==> src/rtl/fetch_buffer_if.sv <==
// Fetch-stage bus bundle: instruction-memory request/response port, the
// decode-side instruction handshake and the branch/jump redirect input.
// The master modport is the fetch_buffer view; slave is the environment view.
interface fetch_buffer_if;
   logic        imem_req_valid;
   logic        imem_req_ready;
   logic [31:0] imem_addr;
   logic        imem_resp_valid;
   logic [31:0] imem_resp_data;
   logic        instr_valid;
   logic        instr_ready;
   logic [31:0] instr;
   logic [31:0] instr_pc;
   logic        redirect_valid;
   logic [31:0] redirect_pc;

   modport master (
      output imem_req_valid,
      output imem_addr,
      output instr_valid,
      output instr,
      output instr_pc,
      input  imem_req_ready,
      input  imem_resp_valid,
      input  imem_resp_data,
      input  instr_ready,
      input  redirect_valid,
      input  redirect_pc
   );

   modport slave (
      input  imem_req_valid,
      input  imem_addr,
      input  instr_valid,
      input  instr,
      input  instr_pc,
      output imem_req_ready,
      output imem_resp_valid,
      output imem_resp_data,
      output instr_ready,
      output redirect_valid,
      output redirect_pc
   );
endinterface

==> src/rtl/fetch_buffer.sv <==
// Instruction-fetch stage. Owns the PC, issues word fetches, buffers in-order
// responses in a DEPTH-entry FIFO and presents {instr, pc} to decode.
// A redirect flushes the FIFO, restarts fetch at the new PC and marks every
// request still in flight as stale so its response is discarded on arrival.
// Credits: requests are only issued while inflight+count < DEPTH, so every
// kept response is guaranteed a free FIFO slot.
module fetch_buffer #(
   parameter int          DEPTH    = 2,
   parameter logic [31:0] RESET_PC = 32'h0000_0000
) (
   input logic            clk,
   input logic            reset_n,
   fetch_buffer_if.master bus
);
   localparam int CW = $clog2(DEPTH + 1);
   localparam int PW = $clog2(DEPTH);

   typedef logic [CW-1:0] cnt_t;
   typedef logic [PW-1:0] ptr_t;

   localparam cnt_t        CNT_ONE    = cnt_t'(1);
   localparam cnt_t        CNT_FULL   = cnt_t'(DEPTH);
   localparam logic [CW:0] CREDIT_MAX = (CW + 1)'(DEPTH);

   // FIFO pointer advance with explicit wrap so non-power-of-two depths work
   function automatic ptr_t ptr_next(input ptr_t p);
      return (p == ptr_t'(DEPTH - 1)) ? '0 : p + ptr_t'(1);
   endfunction

   // Fetch addresses are always word aligned; low bits of a target are dropped
   function automatic logic [31:0] word_align(input logic [31:0] a);
      return a & 32'hFFFF_FFFC;
   endfunction

   // Control state
   logic [31:0] pc;        // next address to request
   logic [31:0] resp_pc;   // PC belonging to the next response we keep
   cnt_t        count;     // FIFO occupancy
   cnt_t        inflight;  // accepted requests not yet answered
   cnt_t        drop;      // stale responses still to be discarded
   ptr_t        wptr;
   ptr_t        rptr;

   // FIFO storage (data only, never reset)
   logic [31:0] fifo_instr [DEPTH];
   logic [31:0] fifo_pc    [DEPTH];

   logic [CW:0] credit_used;
   logic        redir;
   logic        accept;
   logic        resp;
   logic        push;
   logic        pop;
   logic        head_valid;

   assign credit_used = {1'b0, inflight} + {1'b0, count};
   assign redir       = reset_n && bus.redirect_valid;

   // Requests stop while a redirect is pending so no fetch leaves with the old PC
   assign bus.imem_req_valid = reset_n && (credit_used < CREDIT_MAX) && !bus.redirect_valid;
   assign bus.imem_addr      = reset_n ? pc : '0;

   assign head_valid      = reset_n && (count != '0);
   assign bus.instr_valid = head_valid && !bus.redirect_valid;
   assign bus.instr       = head_valid ? fifo_instr[rptr] : '0;
   assign bus.instr_pc    = head_valid ? fifo_pc[rptr]    : '0;

   assign accept = bus.imem_req_valid && bus.imem_req_ready;
   // A response with nothing outstanding is a protocol error and is ignored
   assign resp   = reset_n && bus.imem_resp_valid && (inflight != '0);
   assign push   = resp && (drop == '0) && !redir;
   assign pop    = bus.instr_valid && bus.instr_ready;

   // PC, occupancy, credit and stale-response bookkeeping; redirect wins over all
   always_ff @(posedge clk or negedge reset_n) begin
      if (!reset_n) begin
         pc       <= RESET_PC;
         resp_pc  <= RESET_PC;
         count    <= '0;
         inflight <= '0;
         drop     <= '0;
         wptr     <= '0;
         rptr     <= '0;
      end else if (redir) begin
         // Every request still outstanding after this cycle is stale
         pc       <= word_align(bus.redirect_pc);
         resp_pc  <= word_align(bus.redirect_pc);
         count    <= '0;
         wptr     <= '0;
         rptr     <= '0;
         inflight <= inflight - cnt_t'(resp);
         drop     <= inflight - cnt_t'(resp);
      end else begin
         if (accept) begin
            pc <= pc + 32'd4;
         end
         if (push) begin
            resp_pc <= resp_pc + 32'd4;
            wptr    <= ptr_next(wptr);
         end
         if (pop) begin
            rptr <= ptr_next(rptr);
         end
         if (push && !pop) begin
            count <= count + CNT_ONE;
         end else if (pop && !push) begin
            count <= count - CNT_ONE;
         end
         if (accept && !resp) begin
            inflight <= inflight + CNT_ONE;
         end else if (resp && !accept) begin
            inflight <= inflight - CNT_ONE;
         end
         if (resp && (drop != '0)) begin
            drop <= drop - CNT_ONE;
         end
      end
   end

   // Capture kept responses together with the PC they were fetched from
   always_ff @(posedge clk) begin
      if (push) begin
         fifo_instr[wptr] <= bus.imem_resp_data;
         fifo_pc[wptr]    <= resp_pc;
      end
   end

   a_resp_needs_request: assert property (
      @(posedge clk) disable iff (!reset_n)
      bus.imem_resp_valid |-> (inflight != '0)
   ) else $error("fetch_buffer: imem_resp_valid with no request in flight");

   a_drop_bounded: assert property (
      @(posedge clk) disable iff (!reset_n)
      drop <= inflight
   ) else $error("fetch_buffer: drop exceeds inflight");

   a_push_has_room: assert property (
      @(posedge clk) disable iff (!reset_n)
      push |-> (count != CNT_FULL)
   ) else $error("fetch_buffer: push into a full FIFO");

endmodule

==> src/flat_wrapper.sv <==
// flat-port wrapper written by rule: the top's interface ports become plain ports
module fetch_buffer_flat 
#(
   parameter int          DEPTH    = 2,
   parameter logic [31:0] RESET_PC = 32'h0000_0000
)
  (clk, reset_n, bus_imem_req_valid, bus_imem_addr, bus_instr_valid, bus_instr, bus_instr_pc, bus_imem_req_ready, bus_imem_resp_valid, bus_imem_resp_data, bus_instr_ready, bus_redirect_valid, bus_redirect_pc);
  fetch_buffer_if bus_i ();
  input logic clk;
  input logic reset_n;
  output wire logic [$bits(bus_i.imem_req_valid)-1:0] bus_imem_req_valid;
  output wire logic [$bits(bus_i.imem_addr)-1:0] bus_imem_addr;
  output wire logic [$bits(bus_i.instr_valid)-1:0] bus_instr_valid;
  output wire logic [$bits(bus_i.instr)-1:0] bus_instr;
  output wire logic [$bits(bus_i.instr_pc)-1:0] bus_instr_pc;
  input wire logic [$bits(bus_i.imem_req_ready)-1:0] bus_imem_req_ready;
  input wire logic [$bits(bus_i.imem_resp_valid)-1:0] bus_imem_resp_valid;
  input wire logic [$bits(bus_i.imem_resp_data)-1:0] bus_imem_resp_data;
  input wire logic [$bits(bus_i.instr_ready)-1:0] bus_instr_ready;
  input wire logic [$bits(bus_i.redirect_valid)-1:0] bus_redirect_valid;
  input wire logic [$bits(bus_i.redirect_pc)-1:0] bus_redirect_pc;
  assign bus_imem_req_valid = bus_i.imem_req_valid;
  assign bus_imem_addr = bus_i.imem_addr;
  assign bus_instr_valid = bus_i.instr_valid;
  assign bus_instr = bus_i.instr;
  assign bus_instr_pc = bus_i.instr_pc;
  assign bus_i.imem_req_ready = bus_imem_req_ready;
  assign bus_i.imem_resp_valid = bus_imem_resp_valid;
  assign bus_i.imem_resp_data = bus_imem_resp_data;
  assign bus_i.instr_ready = bus_instr_ready;
  assign bus_i.redirect_valid = bus_redirect_valid;
  assign bus_i.redirect_pc = bus_redirect_pc;
  fetch_buffer #(.DEPTH(DEPTH), .RESET_PC(RESET_PC)) u_core (.clk(clk), .reset_n(reset_n), .bus(bus_i));
endmodule
==> config.mk <==
export PLATFORM = sky130hd
export DESIGN_NAME = fetch_buffer_flat
export DESIGN_NICKNAME = d
export VERILOG_FILES = /design/src/rtl/fetch_buffer_if.sv /design/src/rtl/fetch_buffer.sv /design/src/flat_wrapper.sv
export SDC_FILE = /design/constraint.sdc
export NUM_CORES = 1
export LEC_CHECK = 0
export BUFFER_PORTS_ARGS = -buffer_cell sky130_fd_sc_hd__buf_4
export CAP_MARGIN = 20
export CORE_MARGIN = 5
export CORE_UTILIZATION = 45
export DETAILED_ROUTE_END_ITERATION = 8
export PLACE_DENSITY = 0.73
export SLEW_MARGIN = 40
export SYNTH_ARGS = -nofsm -noshare
export SYNTH_HDL_FRONTEND = slang
export SYNTH_SLANG_ARGS = --single-unit
==> constraint.sdc <==
create_clock -name clk -period 10.08 [get_ports clk]
set_clock_uncertainty 0.2 [all_clocks]
set_input_delay 1.008 -clock clk [delete_from_list [all_inputs] [get_ports clk]]
set_output_delay 1.008 -clock clk [all_outputs]
set_load 0.005 [all_outputs]
==> qor.yml, run 1 <==
cts_tree: "yes"
gp_congestion: 0.861
rows: 51
place_area_um2: 10300
cts_hold_buf: 0
drc: 0
synthAdderAreaFrac_pct: 1.08
postCtsSetupRepairBufs: 0
cts.repair.resized: 0
insertion_delay_ns: 0.42
synth_area_leaders: "edfxtp_1, dfrtp_1, mux2i_1"
postRouteAntennaNets: 0
ys.flop_type: "edfxtp_1"
antenna_cells: 0
syn_inst: 742
crit_slowest_cell: "buf_6"
ys_async_sr_fraction_pct: 35.4
clk_pin_slew_ns: 0.07
syn_area_um2: 8820
initial_core_util_pct: 45.5
rsz0062_at_grt: "false"
rr_startpoint: "u_core.inflight[0]$_DFFE_PN0P_"
path_class: "input pin to output port"
fin_nets: 969
placedCellCount: 1138
grt_pass1_vias: 5929
crit-reg2reg-capture: "u_core.inflight[1]$_DFFE_PN0P_"
dieHeight_um: 150
die_area_um2: 22500
finalNonFillerCells: 1170
seq_area_frac_synth_pct: 61.5
final_design_area_no_fill_um2: 10900
cp_common_cell: "buf_4"
synth_top_family_by_area: "simple AND/OR/NAND/NOR gates"
dr_total_vias: 6171
grtUsageTotal_pct: 17.6
powerDensity_nw_per_um2: 202
setup_viol: 0
htree_levels: 4
cap_violations: 0
p_leak_uw: 0.00406
timing.final.crit_share_pct: 39.3
io_pins: 168
report.final.slew_viol_count: 0
fmax_mhz: 253
ys_ff_latch: 192
period_minus_slack_ns: 3.96
tightest_slew_ns: 0.876
core_area_um2: 19400
slew_headroom_pct: 41.1
clock_path_buffers: 2
postSynthAreaPerCell_um2: 11.9
yosys.area.top_type: "edfxtp_1"
cp_top_family: "buffers and inverters"
drtIter0Drc: 413
post_synth_and_or_nand_nor_area_fraction_pct: 16.7
crit_fanout: 75
final-hold-violation-count: 0
regToRegSetupSlack_ns: 6.78
cts-root-buf: "clkbuf_16"
ys_warn_count: 0
grt_max_degree: 76
grt_pass1_wl_um: 30700
vdd_drop_max_v: 0.000114
r2r_cells: 8
critPathBufInv: 4
crit_chain: "buf_4 > buf_6 > o21ai_4 > buf_4 > nor2_1 > buf_4"
synthXorXnorAreaFrac_pct: 4.47
crit_path_end_kind: "output port"
tns_ns: 0
fin_total_pwr_uw: 2200
drt-total-wl_um: 19800
slowest_delay_ns: 0.52
hpwl_um: 13800
synthMuxAreaShare_pct: 7.39
synth_cell_types: 60
grt-ovfl-total: 0
start_kind: "input pin"
vias_per_cell: 5.27
hold_class: "input pin to async pin"
wire_per_inst_um: 16.9
antenna_found_initial: 0
arrival_ns: 2.75
synth_edf_count: 124
die_w_um: 150
cts_buffers: 17
outcome: "finished, final reports clean"
first_pass_iters: 5
cts_sinks: 192
drive_gt1_share_pct: 23.5
area_growth_pct: 23.5
synth.top_cell.area_share_pct: 42.2
synth_compound_area_share_pct: 6.45
io_buffer_count: 161
critical_path_required_ns: 8.87
[cells in the final DEF (no fill, tap or decap), types with 10 or more instances in the layout]
cell type and n:
dfrtp_1 67, nand3_1 33, mux2i_1 64, nand4_1 21, nor2_1 102, buf_4 164
o211ai_1 10, nand2_1 39, inv_1 11, a21oi_1 30, and2_1 37, xor2_1 26
edfxtp_1 124, o21ai_0 12, nor3_1 18, clkbuf_16 17, xnor2_1 19
[worst register-to-register path, stage by stage (launching register included)]
cell,delay (ns)
dfrtp_1,0.45
and2_1,0.20
fa_1,0.48
or3b_1,0.55
nor2_2,0.49
ha_1,0.35
o21ai_0,0.18
o21ai_0,0.13
xnor2_1,0.16
[cells in the mapped netlist (12+ instances only)]
cell type	n
edfxtp_1	124
nor2_1	103
dfrtp_1	68
mux2i_1	64
nand2_1	40
and2_1	38
nand3_1	33
a21oi_1	30
clkbuf_1	27
xor2_1	26
nand4_1	21
nor3_1	19
xnor2_1	19
o21ai_0	12
[metal layers]
metal / GRT usage, % / wire (µm)
met2: 27.2 / 9200
met1: 24.5 / 8880
met4: 5.67 / 347
met5: 0 / 0
met3: 4.24 / 1380
[registers in the layout, summed over array words and instances, names as in the netlist]
register / cells
u_core.wptr: 1
u_core.rptr: 1
u_core.drop: 2
u_core.fifo_instr: 64
u_core.fifo_pc: 60
u_core.resp_pc: 30
u_core.inflight: 2
u_core.count: 2
u_core.pc: 30
[worst max path at each step]
stage             from                           endpoint  slack (ns)  cells after the start
6_report       reset_n                      bus_instr[28]        6.12                      6
3_3_place_gp   reset_n                       bus_instr[8]        5.89                      6
3_5_place_dp   reset_n                      bus_instr[10]        5.86                      6
5_1_grt        reset_n                      bus_instr[10]        5.88                      6
2_1_floorplan  reset_n  u_core.fifo_instr[0][0]$_DFFE_PP_        3.59                      5
4_1_cts        reset_n                      bus_instr[10]        5.85                      6
[cell type report]
type	count	area, µm²
clock inverters	14	141
fillers	1666	8500
repair buffers	169	1310
flip-flops and latches	192	5430
well taps	265	332
clock buffers	18	429
inverters	11	41.3
multi-input cells	501	3220
[cells by family after synthesis]
group,count (synthesis)
AOI/OAI and AO/OA,91
xor gates and xnor gates,45
adders and majority gates,7
buffers and inverters,52
DFF,192
muxes,65
other,1
and+or+nand+nor,289
[where the power goes]
group	total (µW)	switching (µW)	internal [µW]
combinational	544	277	268
clock	642	278	364
sequential	1020	95.8	922
total	2200	651	1550
[per-stage QoR]
step	util [%]	worst slack [ns]	hold WS (ns)
after floorplan	-	3.59	0.263
after global placement	52.9	5.89	0.295
after detailed placement	53.1	5.86	0.302
after CTS	56.1	5.85	0.321
after global routing	56.2	5.88	0.336
final	56.2	6.12	0.326
Power figures use the tool's default switching activity.
==> inputs of run 2 (changes only) <==
Settings changed: ABC_AREA set to 1, PLACE_DENSITY 0.73 to 0.75.
Clock period 10.08 ns to 3.6 ns, I/O delays scaled along.
==> qor.yml, run 2 <==
outcome: "finished, final reports clean"
dp_slack_ns: 1.10  # -4.75 ns
insertion_delay_ns: 0.44  # +0.02 ns
yosys.area.top_type: "edfxtp_1"
rsz0062_at_grt: "false"
crit_fanout: 62  # -17%
postCtsSetupRepairBufs: 0  # unchanged
synth_most_common_cell: "nand2_1"
tns_ns: 0  # unchanged
tightest_slew_ns: 0.723  # -0.153 ns
syn_area_um2: 10200  # +16%
io_buffer_count: 161  # unchanged
largest-register: "u_core.fifo_instr"
slew_headroom_pct: 51.8  # +11 points
grt_max_degree: 64  # -16%
layout_commonest_cell: "nand2_1"
cap_violations: 0  # unchanged
wire_per_inst_um: 14.2  # -16%
holdPathStages: 3
cts-root-buf: "clkbuf_16"
nFillCells: 1994  # +20%
die_area_um2: 25800  # +15%
grtUsageTotal_pct: 19.9  # +2.4 points
vdd_drop_max_v: 0.000287  # +150%
start_kind: "input pin"
synth.top_cell.area_share_pct: 36.4  # -5.8 points
largest_reg_flops: 64  # unchanged
clk_pin_slew_ns: 0.08  # about the same
synth_area_leaders: "edfxtp_1, nand2_1, dfrtp_1"
syn_inst: 1306  # +76%
drc: 0  # unchanged
seq_area_frac_synth_pct: 53.0  # -8.5 points
core_area_um2: 22500  # +16%
htree_levels: 4  # unchanged
hpwl_um: 17800  # +29%
cts_sinks: 192  # unchanged
vias_per_cell: 4.95  # -6.2%
reg_top3: "u_core.fifo_instr: 64 flops, u_core.fifo_pc: 60 flops"
cts_buffers: 17  # unchanged
drive_gt1_share_pct: 16.8  # -6.8 points
path_class: "input pin to output port"
first_pass_iters: 5  # unchanged
synth_edf_count: 124  # unchanged
antenna_found_initial: 0  # unchanged
final-hold-violation-count: 0  # unchanged
fin_nets: 1566  # +62%
grt_pass1_vias: 8708  # +47%
powerDensity_nw_per_um2: 597  # +190%
ys_async_sr_fraction_pct: 35.4  # unchanged
most-common-layout-cells: "nand2_1, inv_1, buf_4"
ys.flop_type: "edfxtp_1"
report.final.slew_viol_count: 0  # unchanged
drtIter0Drc: 809  # +96%
cts_tree: "yes"
rows: 55  # +7.8%
synthTopCellsByCount: "nand2_1, inv_1, nor2_1, edfxtp_1, nand3_1"
setup_viol: 0  # unchanged
dieHeight_um: 161  # +7.2%
crit_path_end_kind: "output port"
dr_total_vias: 8845  # +43%
arrival_ns: 2.24  # -0.51 ns
die_w_um: 161  # +7.2%
critical_path_required_ns: 3.04  # -5.83 ns
area_growth_pct: 23.8
postSynthAreaPerCell_um2: 7.83  # -34%
antenna_cells: 0  # unchanged
drt-total-wl_um: 25500  # +29%
fmax_mhz: 358
timing.final.crit_share_pct: 77.7
gp_congestion: 0.916  # +6.4%
grt_pass1_wl_um: 42200  # +37%
ys_warn_count: 0  # unchanged
initial_core_util_pct: 45.5  # about the same
clock_path_buffers: 2  # unchanged
synth_cell_types: 37  # -38%
r2r_cells: 10  # +2
grt-ovfl-total: 0  # unchanged
setup_ws_ns: 0.803  # -5.32 ns
p_leak_uw: 0.00635  # +56%
ys_ff_latch: 192  # unchanged
period_minus_slack_ns: 2.80
hold_class: "input pin to flip-flop"
postRouteAntennaNets: 0  # unchanged
io_pins: 168  # unchanged
==> run 2: cell types whose count changed after synthesis, sizes merged, moves of 11 or more <==
cell / before / now
a21oi: 30 / 41
nor3: 19 / 5
inv: 11 / 180
nand3: 34 / 92
xnor2: 19 / 2
buf: 14 / 31
nand2: 40 / 496
nand4: 22 / 5
and2: 38 / 2
clkbuf: 27 / 16
mux2i: 64 / 0
nor2: 103 / 183
xor2: 26 / 3
==> run 2: routing by layer <==
metal	routed length, µm	share of wire [%]	vias up	track usage, %
met5	0	0	-	0
met4	589	2.3	0	6.32
met3	1810	7.1	45	4.52
met2	11400	45	365	31.7
met1	11700	46	3986	27.3
li1	-	-	4449	-
==> run 2: logic make-up (layout without fill, tap and decap cells) <==
| family | after synthesis | in the layout | share of synthesized area (%) |
|---|---|---|---|
| flip-flops | 192 | 192 | 53.0 |
| other | 1 | 4 | 0.0367 |
| buffers and inverters | 227 | 420 | 9.15 |
| AND/OR/NAND/NOR | 788 | 788 | 31.8 |
| adder cells (fa/ha/maj) | 7 | 7 | 0.930 |
| XOR/XNOR | 5 | 5 | 0.428 |
| AO/OA/AOI/OAI | 86 | 86 | 4.60 |
==> run 2: report_power, final <==
part / switching (µW) / internal (µW) / total [µW]
clock: 894 / 1130 / 2030
combinational: 1330 / 905 / 2240
sequential: 496 / 2800 / 3300
total: 2720 / 4840 / 7560
==> run 2: area by class of cell <==
| cell class | instances | area, µm² | area share, % |
|---|---|---|---|
| clock buffers | 17 | 425 | 3.36 |
| clock inverters | 15 | 218 | 1.72 |
| inverters | 180 | 678 | 5.35 |
| multi-input cells | 890 | 3900 | 30.8 |
| flip-flops and latches | 192 | 5430 | 42.8 |
| well taps | 285 | 357 | 2.82 |
| repair buffers | 208 | 1660 | 13.1 |
==> run 2: what timing repair did <==
item	4_1_cts	5_1_grt
hold buffers	35	0
gates resized for setup	0	0
endpoints found under the hold margin	70	0
==> run 2: worst max-delay path, cell delays in order <==
cell and delay, ns:
dlygate4sd3_1 0.53, buf_4 0.21, inv_1 0.10, nor2_4 0.10
buf_4 0.52, nand2_1 0.15, inv_1 0.10, buf_4 0.11
==> run 2: metrics by stage <==
stage | utilization (%) | hold slack (ns) | total power, µW | cells | cell area [µm²]
5_1_grt | 56.3 | 0.0187 | 8090 | 1787 | 12700
4_1_cts | 56.3 | 0.00621 | 7590 | 1787 | 12700
3_5_place_dp | 51.9 | 0.0218 | 5530 | 1720 | 11700
6_report | 56.3 | 0.0174 | 7560 | 1787 | 12700
2_1_floorplan | - | -0.136 | 4680 | 1309 | 10200
3_3_place_gp | 51.9 | 0.0189 | 5440 | 1720 | 11700
==> run 2: worst paths after layout <==
path                                               start                             end  slack (ns)
hold reg to reg            u_core.resp_pc[6]$_DFFE_PN0P_  u_core.fifo_pc[0][6]$_DFFE_PP_        0.33
min in group asynchronous                        reset_n  u_core.inflight[1]$_DFFE_PN0P_        0.11
setup / recovery                                 reset_n                bus_instr_pc[22]        0.80
setup reg to reg             u_core.count[0]$_DFFE_PN0P_       u_core.pc[23]$_DFFE_PN0P_        1.09
hold / removal                       bus_redirect_pc[15]       u_core.pc[15]$_DFFE_PN0P_        0.02
max in group asynchronous                        reset_n         u_core.rptr$_DFFE_PN0P_        1.68
==> inputs of run 3 (changes only) <==
Settings changed: PLACE_DENSITY 0.75 to 0.72.
Clock period 3.6 ns to 2.6 ns, I/O delays scaled along.
==> qor.yml, run 3 (synthesized netlist as in run 2, its figures left out) <==
outcome: "finished, final reports clean"
regToRegSetupSlack_ns: 0.32  # -0.77 ns
fin_nets: 1589  # +1.5%
core_area_um2: 22500  # unchanged
vias_per_cell: 4.87  # -1.5%
grt_pass1_vias: 8380  # -3.8%
cts-root-buf: "clkbuf_16"
whs_ns: 0.0107  # -0.00667 ns
fin_total_pwr_uw: 10300  # +36%
cts_buffers: 17  # unchanged
crit_chain: "dlygate4sd3_1 > buf_4 > inv_1 > nor2_4 > buf_4 > nand2_1 > inv_1 > buf_4"
first_pass_iters: 5  # unchanged
largest_reg_flops: 64  # unchanged
die_area_um2: 25800  # unchanged
io_buffer_count: 161  # unchanged
final-hold-violation-count: 0  # unchanged
start_kind: "input pin"
placedCellCount: 1725  # +0.29%
critPathBufInv: 6  # unchanged
area_growth_pct: 26.1
crit_path_end_kind: "output port"
p_sw_share_pct: 36.3  # +0.34 points
reg_top3: "u_core.fifo_instr: 64 flops, u_core.fifo_pc: 60 flops"
grt_max_degree: 95  # +48%
cp_common_cell: "buf_4"
wire_per_inst_um: 13.9  # -2.2%
antenna_found_initial: 0  # unchanged
grt_pass1_wl_um: 40500  # -4.0%
crit_fanout: 25  # -60%
hpwl_um: 17500  # -1.3%
clk_pin_slew_ns: 0.08  # about the same
htree_levels: 4  # unchanged
tns_ns: 0  # unchanged
report.final.slew_viol_count: 0  # unchanged
drive_gt1_share_pct: 16.9  # +0.075 points
path_class: "input pin to output port"
powerDensity_nw_per_um2: 800  # +34%
cp_top_family: "buffers and inverters"
period_minus_slack_ns: 2.42
timing.final.crit_share_pct: 92.9
intPower_uw: 6570  # +36%
largest-register: "u_core.fifo_instr"
drt-total-wl_um: 25200  # -0.95%
cts_tree: "yes"
final_core_util_pct: 57.3  # +1.0 points
die_w_um: 161  # unchanged
hold_class: "input pin to async pin"
clock_path_buffers: 2  # unchanged
arrival_ns: 1.96  # -0.28 ns
crit_slowest_cell: "dlygate4sd3_1"
gp_congestion: 0.863  # -5.7%
postCtsSetupRepairBufs: 0  # unchanged
most-common-layout-cells: "nand2_1, inv_1, buf_4"
layout_commonest_cell: "nand2_1"
grtUsageTotal_pct: 19.2  # -0.73 points
io_pins: 168  # unchanged
dieHeight_um: 161  # unchanged
dr_total_vias: 8823  # -0.25%
postRouteAntennaNets: 0  # unchanged
finalNonFillerCells: 1810  # +1.3%
drc: 0  # unchanged
insertion_delay_ns: 0.43  # about the same
vdd_drop_max_v: 0.000390  # +36%
drtIter0Drc: 649  # -20%
pwr-share-seq_pct: 44.5  # +0.9 points
cap_violations: 0  # unchanged
share_comb_of_total_power_pct: 30.2  # +0.6 points
grt-ovfl-total: 0  # unchanged
p_switching_uw: 3750  # +38%
rows: 55  # unchanged
nFillCells: 2016  # +1.1%
antenna_cells: 0  # unchanged
p_clk_share_pct: 25.4  # -1.4 points
p_leak_uw: 0.00645  # +1.5%
rsz0062_at_grt: "false"
critical_path_required_ns: 2.14  # -0.90 ns
slowest_delay_ns: 0.52  # about the same
setup_viol: 0  # unchanged
initial_core_util_pct: 45.5  # unchanged
fmax_mhz: 414
cts_sinks: 192  # unchanged
-- run 3: path summary, 6_finish.rpt --
check	depth (start not counted)	from	to
min	2	reset_n	u_core.inflight[0]$_DFFE_PN0P_
max	8	reset_n	bus_instr_pc[19]
max reg2reg	10	u_core.count[0]$_DFFE_PN0P_	u_core.inflight[1]$_DFFE_PN0P_
min in group clk	5	bus_redirect_pc[29]	u_core.pc[29]$_DFFE_PN0P_
max in group asynchronous	3	reset_n	u_core.rptr$_DFFE_PN0P_
min reg2reg	0	u_core.resp_pc[4]$_DFFE_PN0P_	u_core.fifo_pc[1][4]$_DFFE_PP_
-- run 3: what timing repair did --
action / in CTS / in global routing
resized for setup: 0 / 1
hold buffers: 53 / 0
setup endpoints to repair: 0 / 1
endpoints found under the hold margin: 169 / 0
-- run 3: layout make-up --
type                            count  area [µm²]  share of cell area (%)
Timing Repair Buffer              231        1930                    15.0
Sequential cell                   192        5430                    42.1
Clock buffer                       18         429                    3.33
Clock inverter                     14         170                    1.32
Tap cell                          285         357                    2.77
Multi-Input combinational cell    890        3900                    30.3
Inverter                          180         678                    5.26
-- run 3: metrics by stage --
stage / setup slack, ns / instance area, µm²
floorplan: 0.00977 / 10300
global placement: 0.383 / 11800
detailed placement: 0.346 / 11800
CTS: 0.0877 / 12900
global route: 0.0339 / 12900
finish: 0.185 / 12900
-- run 3: metal layers --
| metal | vias to the layer above | share of wire, % | GRT usage [%] |
|---|---|---|---|
| met3 | 42 | 7.1 | 3.34 |
| met1 | 3947 | 45 | 26.4 |
| met4 | 0 | 1.6 | 5.35 |
| met2 | 352 | 46 | 31.4 |
| li1 | 4482 | - | - |
| met5 | - | 0 | 0 |
-- run 3: worst reg2reg max path: stages, from the launching register on --
cell and delay, ns:
dfrtp_1 0.42, nand2_1 0.07, inv_1 0.04, fa_1 0.48, nor3_4 0.22, nand2_2 0.14, inv_2 0.09, ha_1 0.23
nand2_1 0.12, nor2_1 0.06, a31oi_1 0.14
-- run 3: power groups by stage --
stage,Combinational [µW],Clock (µW),Sequential [µW]
floorplan,2100,0,4390
global placement,2980,0,4600
detailed placement,3050,0,4630
CTS,3130,2670,4570
global route,3570,2770,4680
finish,3110,2620,4590
